$ cat config.mk
export PLATFORM = sky130hd
export DESIGN_NAME = dot16_operand_loader
export DESIGN_NICKNAME = d
export VERILOG_FILES = /design/src/rtl/dot16_operand_loader.sv
export SDC_FILE = /design/constraint.sdc
export NUM_CORES = 1
export LEC_CHECK = 0
export ABC_AREA = 1
export ABC_CLOCK_PERIOD_IN_PS = 5300
export BUFFER_PORTS_ARGS = -buffer_cell sky130_fd_sc_hd__buf_2
export CORE_ASPECT_RATIO = 0.5
export CORE_MARGIN = 8
export CORE_UTILIZATION = 51
export CTS_CLUSTER_SIZE = 25
export DETAILED_ROUTE_END_ITERATION = 8
export MAX_ROUTING_LAYER = met4
export PLACE_DENSITY = 0.7
export SETUP_SLACK_MARGIN = 0.15
export SYNTH_ARGS = -nofsm -noshare
export SYNTH_HDL_FRONTEND = slang
export SYNTH_SLANG_ARGS = --single-unit
$ cat constraint.sdc
create_clock -name clk -period 5.3 [get_ports clk]
set_input_delay 0.53 -clock clk [delete_from_list [all_inputs] [get_ports clk]]
set_output_delay 0.53 -clock clk [all_outputs]
set_load 0.02 [all_outputs]
$ cat src/rtl/dot16_operand_loader.sv
// Operand loader for the sum16 dot-product stage: packs (a,b) pairs into
// 16 lanes, zero-pads short vectors and issues them with a minimum spacing.
module dot16_operand_loader #(
    parameter int unsigned ELEM_W    = 11,
    parameter int unsigned N_ELEM    = 16,
    parameter int unsigned ISSUE_GAP = 1
) (
    input  logic                     clk,
    input  logic                     reset,
    input  logic                     pushin,
    input  logic [ELEM_W-1:0]        a_in,
    input  logic [ELEM_W-1:0]        b_in,
    input  logic                     last,
    output logic                     stall,
    output logic                     pushout,
    output logic [N_ELEM*ELEM_W-1:0] A,
    output logic [N_ELEM*ELEM_W-1:0] B,
    output logic [4:0]               len,
    output logic [15:0]              nvec
);

    localparam int unsigned IW = (N_ELEM > 1) ? $clog2(N_ELEM) : 1;
    localparam int unsigned GW = (ISSUE_GAP > 1) ? $clog2(ISSUE_GAP) : 1;
    localparam logic [GW-1:0] GAP_LD   = GW'(ISSUE_GAP - 1);
    localparam logic [IW-1:0] IDX_LAST = IW'(N_ELEM - 1);

    typedef enum logic {FILL, HOLD} state_t;
    typedef logic [N_ELEM-1:0][ELEM_W-1:0] vec_t;

    state_t        state, state_nx;
    vec_t          fa, fb, ha, hb, a_q, b_q, cl_a, cl_b;
    logic [IW-1:0] idx;
    logic [GW-1:0] g;
    logic [4:0]    hlen, cl_len;
    logic          acc, close, issue, hold_ld, src_hold;

    assign A = a_q;
    assign B = b_q;

    always_comb begin
        state_nx = state;
        issue    = 1'b0;
        hold_ld  = 1'b0;
        src_hold = 1'b0;
        stall    = (state == HOLD);
        acc      = pushin && (state == FILL);
        close    = acc && (last || (idx == IDX_LAST));
        // Closed vector includes the element accepted at this edge.
        cl_a     = fa;
        cl_b     = fb;
        if (acc) begin
            cl_a[idx] = a_in;
            cl_b[idx] = b_in;
        end
        cl_len = 5'(idx) + 5'd1;
        case (state)
            FILL: begin
                if (close) begin
                    if (g == '0) begin
                        issue = 1'b1;
                    end else begin
                        hold_ld  = 1'b1;
                        state_nx = HOLD;
                    end
                end
            end
            HOLD: begin
                if (g == '0) begin
                    issue    = 1'b1;
                    src_hold = 1'b1;
                    state_nx = FILL;
                end
            end
            default: state_nx = FILL;
        endcase
    end

    always_ff @(posedge clk or negedge reset) begin
        if (!reset) begin
            state   <= FILL;
            pushout <= 1'b0;
            fa      <= '0;
            fb      <= '0;
            ha      <= '0;
            hb      <= '0;
            hlen    <= '0;
            a_q     <= '0;
            b_q     <= '0;
            len     <= '0;
            nvec    <= '0;
            idx     <= '0;
            g       <= '0;
        end else begin
            state   <= state_nx;
            pushout <= issue;
            if (acc) begin
                if (close) begin
                    fa  <= '0;
                    fb  <= '0;
                    idx <= '0;
                end else begin
                    fa  <= cl_a;
                    fb  <= cl_b;
                    idx <= idx + IW'(1);
                end
            end
            if (hold_ld) begin
                ha   <= cl_a;
                hb   <= cl_b;
                hlen <= cl_len;
            end
            if (issue) begin
                a_q  <= src_hold ? ha : cl_a;
                b_q  <= src_hold ? hb : cl_b;
                len  <= src_hold ? hlen : cl_len;
                nvec <= nvec + 16'd1;
                g    <= GAP_LD;
            end else if (g != '0) begin
                g <= g - GW'(1);
            end
        end
    end

endmodule

-- Yosys cells after proc, flatten, opt, wreduce, memory -nomap -nowiden
Index checks and enable logic that the tools add are counted.
- divide/modulo/power cells: 0
- bitwise operators: 1
- multiply operators: 0
- reductions and logical operators: 4
- shift operators: 0
- multiplexer cells: 22
- magnitude comparators: 2
- equal/unequal tests: 1
- add/sub/neg operators: 4
- operators with widths (kind ; number):
    two-way mux 176 bit ; 6
    bitwise mux 176 bit ; 2
    demux 11 bit (select 4 bit) ; 1
    adder 16 x 1 -> 16 bit, second input constant ; 1
    two-way mux 11 bit ; 1
    two-way mux 1 bit ; 8
    adder 4 x 1 -> 5 bit, second input constant ; 1
    less-than comparator 4 x 5 -> 1 bit, second input constant ; 1
    two-way mux 5 bit ; 1
    adder 4 x 1 -> 4 bit, second input constant ; 1
    equality test 4 bit, second input constant ; 1
    greater-or-equal comparator 4 x 1 -> 1 bit, second input constant ; 1
    two-way mux 4 bit ; 1
    case mux 1 bit (2 select lines) ; 2
    logical AND 1 bit ; 3
    logical OR 1 bit ; 1
    NOT 1 bit ; 1
    subtractor 1 bit, second input constant ; 1
- output and inout port bits: 375
- bits in latches: 0
- register bits after elaboration: 1089
- RAM bits: 0
- input port bits: 26
- memories: 0
- bits in read-only memories: 0

-- Longest topological paths before layout
- depth in word-level cells: 7
- depth in mapped cells: 10
- gate-level depth less buffers: 10

-- Least setup slack after synthesis
Ideal clock, no wire load.
- path type: register to register
- start: reg idx[0]
- end: reg a_q, in the netlist A[100]
- setup slack: 3527 ps
- data required time: 5168 ps
- period minus slack after synthesis: 1773 ps
- cell stages (with the launch flop): 8
- data arrival time: 1641 ps
- cell sequence: dfrtp_1 ha_1 nand2_1 nor2_8 nor2_4 clkbuf_1 clkbuf_1 o21ai_1
- longest elaborated chain between the ends: 7
- elaborated cells between the ends (all ways): 13
- ends and longest elaborated chain (item ; RTL line ; RTL):
    start, declared ; 32 ; logic [IW-1:0] idx;
    start signal, assigned ; 104 ; idx <= idx + IW'(1);
    less-than comparator 4 x 5 -> 1 bit (not written as such) / greater-or-equal comparator 4 x 1 -> 1 bit (equally long branches) ; 52 ; cl_a[idx] = a_in;
    logical AND 1 bit (not written as such) ; 52 ;
    two-way mux 11 bit (not written as such) ; 52 ;
    demux 11 bit (select 4 bit) ; 52 ;
    bitwise mux 176 bit ; 52 ;
    two-way mux 176 bit ; 51 ; if (acc) begin
    two-way mux 176 bit ; 113 ; a_q <= src_hold ? ha : cl_a;
    end signal, assigned ; 113 ;
    end, declared ; 31 ; vec_t fa, fb, ha, hb, a_q, b_q, cl_a, cl_b;
Several ways; a longest one is shown, not always the timed one.
A chain may end at the register's enable or synchronous reset.

-- Worst setup path after layout
- start: reg idx[0]
- end: reg b_q, in the netlist B[43]
- longest elaborated chain between the ends: 7
- elaborated cells between the ends (all ways): 13
- ends and longest elaborated chain (item ; RTL line ; RTL):
    less-than comparator 4 x 5 -> 1 bit (not written as such) / greater-or-equal comparator 4 x 1 -> 1 bit (equally long branches) ; 53 ; cl_b[idx] = b_in;
    logical AND 1 bit (not written as such) ; 53 ;
    two-way mux 11 bit (not written as such) ; 53 ;
    demux 11 bit (select 4 bit) ; 53 ;
    bitwise mux 176 bit ; 53 ;
    two-way mux 176 bit ; 51 ;
    two-way mux 176 bit ; 114 ; b_q <= src_hold ? hb : cl_b;
    end signal, assigned ; 114 ;
    end, declared ; 31 ;
Several ways; a longest one is shown, not always the timed one.

==> results.toml <==
[place]
routabilityCongestion = 0.8454
place_area_mm2 = 0.02990
dp.cells = 3810
numPortBuffers = 399
dp_slack_ps = 2312
dpl.hpwl_um = 47580

[floorplan]
core_area_mm2 = 0.05360
pin_count = 401
die_y_um = 180.6
die_x_um = 345.1
die_area_mm2 = 0.06232
initial_utilization_pct = 51.54
rows = 60

[critical_path]
cp-start-kind = "flop"
reg2reg_from = "idx[0]"
worstSetupPathType = "reg -> reg"
required_ps = 5760
critical-path-max-stage-delay_ps = 820
path_delay_family = "simple AND/OR/NAND/NOR gates"
path_buf_inv = 1
cp-startpoint = "idx[0]"
rrSetupSlack_ps = 2390
cp.arrival_ps = 3370
crit_path_end = "B[43]"
rr_worst_depth = 6
crit_path_max_fanout = 72
crit_path_cell_trace = "ha_1, nand2_1, nor2_8, nor2_4, buf_4, o21ai_0"
r2r_end = "B[43]"
end_kind = "flop"
critPathSlowestCell = "nor2_4"
worstSetupPathDepth = 6

[timing]
worst_pin_slew_ps = 1164
worst_hold_slack_ps = -8.393
fin_crit_ps = 2911
fin_ws_ps = 2389
rsz0062_at_grt = "no"
drv_slew = 0
relSlewSlack_pct = 22.32
min_period_over_period_pct = 54.92
fmax_mhz = 343.6
setup_viol = 0
finClkSkew_ps = 29.55
final.setup.tns_ps = 0
finalHoldViolations = 1

[detailed_routing]
routed_wl_um = 75820
post_drt_via_cell_ratio = 5.319
ant_nets = 0
drtIter0Drc = 2112
wire_per_inst_um = 19.32
dr.pass1.iters = 5
via_count = 20878
drc = 0

[clocking]
clock_latency_ps = 600
cts-root-buf = "clkbuf_16"
path_clk_slew_ps = 70
cts_resized = 0
cts_max_path_buffers = 3
cts_hold_buffers = 0
cts_made_buffers = 67
cts_tree = "done"
clock_sinks = 730
post_cts_buffers = 0
htreeDepth = 3

[yosys]
yosys.area_share.adder_pct = 0.2718
yosysSeqAreaShare_pct = 66.13
yosysWarningCount = 0
syn_avg_cell_area_um2 = 9.595
synth_top_area_share_pct = 66.13
synth_area_leaders = "dfrtp_1 66%, nor2_1 8.6%, nand2_1 6.9%, o21ai_1 5.4%, a21oi_1 4.8%"
synthXorXnorAreaFrac_pct = 0.3488
synth_area_leader_cell = "dfrtp_1"
ys_seq_elements = 730
synth_cell_type_count = 25
synth.area.mux_share_pct = 0
yosys.area_share.simple_pct = 16.13
synth-compound-area-share_pct = 12.94
synthCells = 2879
netlist_area_mm2 = 0.02762
synth_top_family_by_area = "simple AND/OR/NAND/NOR gates"
syn-num-nets = 2911

[worst_hold_path]
hold_path_class = "in -> async"

[pwr]
p_leak_nw = 16.69
ir_drop_v = 0.0002100
seqPwrFrac_pct = 48.0
p_int_mw = 9.630
p_sw_share_pct = 29.75
power_frac_comb_pct = 16.3
p_clk_share_pct = 35.7
p_switching_mw = 4.078
power.density_mw_per_mm2 = 427.2
p_total_mw = 13.71

[final_layout]
post-route-util_pct = 59.86
final_area_mm2 = 0.03209
regArea_mm2 = 0.01827
multi_input_area_mm2 = 0.008242
nNetsFinal = 3198
syn_to_final_growth_pct = 16.16
fillers = 4624
drive_above_1_share_pct = 16.72
layoutNonFillerInstCount = 3925

[grt]
grt_pass1_vias = 20525
use_met1_pct = 30.47
grt_max_degree = 145
grt.busiest_layer = "met2"
grt-ovfl-total = 0
met2_usage_pct = 40.83
grtUsageTotal_pct = 24.42
grtUsageMet3_pct = 3.563
antenna_found_initial = 1
grt_first_pass_wirelength_um = 118500

[flow_run]
cap_violations = 0

[status]
violations = "negative hold slack"
status = "finished with violations"
==> cell type report <==
cell class / count / share of cell area [%]
clock inverter: 15 / 0.6395
multi-input combinational: 1900 / 25.68
inverter: 41 / 0.4796
tap: 713 / 2.780
clock buffer: 99 / 6.165
timing repair buffer: 426 / 7.315
sequential: 730 / 56.93
antenna: 1 / 0.007798
==> state kept, by name, indices dropped and copies added, names as in the netlist <==
signal,count
nvec,16
A,176
idx,4
len,5
fb,176
B,176
pushout,1
fa,176
==> how the worst min path moves through the flow <==
stage | start | endpoint | slack (ps) | depth (start not counted)
after floorplan | reset | A[0] | 230 | 0
after global placement | len[1] | len[1] | 460 | 2
after detailed placement | len[1] | len[1] | 460 | 2
after CTS | reset | B[170] | 30 | 1
after global routing | reset | B[170] | 60 | 1
final | reset | A[155] | -8 | 1
==> synthesized netlist by cell type (all sizes together) <==
library cell,number
xor2,7
conb,1
o22ai,1
dfrtp,730
nand2,516
a21oi,264
inv,41
buf,92
nor3,2
nor2,638
nand3,6
xnor2,4
clkbuf,116
ha,6
o21ai,449
nand3b,4
nand4,2
==> placed cells by master (no fill, tap or decap), drive strengths merged <==
cell and count:
a21oi 264, buf 426, bufinv 4, clkbuf 99, clkinv 6, conb 1, dfrtp 730, diode 1
ha 6, inv 46, nand2 516, nand3 6, nand3b 4, nand4 2, nor2 638, nor3 2
o21ai 449, o22ai 1, xnor2 4, xor2 7
==> worst register-to-register path, cell delays in order, from the launching register on <==
cell and delay, ps:
dfrtp_1 430, ha_1 240, nand2_1 190, nor2_8 150, nor2_4 820, buf_4 700
o21ai_0 230
==> per-layer routing <==
metal  up-vias  wire, um
met2       563     37990
met3       143      3478
met1     10354     31740
li1       9818         -
met4         0      2621
met5         -         0
==> cell families (layout without fill, tap and decap cells) <==
kind of cell	count (synthesis)	after routing
xor gates and xnor gates	11	11
adders and majority gates	6	6
and+or+nand+nor	1168	1168
buffers and inverters	249	581
AOI/OAI and AO/OA	714	714
DFF	730	730
other	1	2
==> power by group through the flow <==
stage | clock [mW] | combinational (mW) | sequential (mW)
floorplan | 0 | 0.935 | 7.04
global route | 5.19 | 2.46 | 6.64
finish | 4.89 | 2.23 | 6.58
global placement | 0 | 2.20 | 6.66
CTS | 4.98 | 2.26 | 6.58
detailed placement | 0 | 2.25 | 6.68
Note: power is estimated with default switching activity, not from simulation.
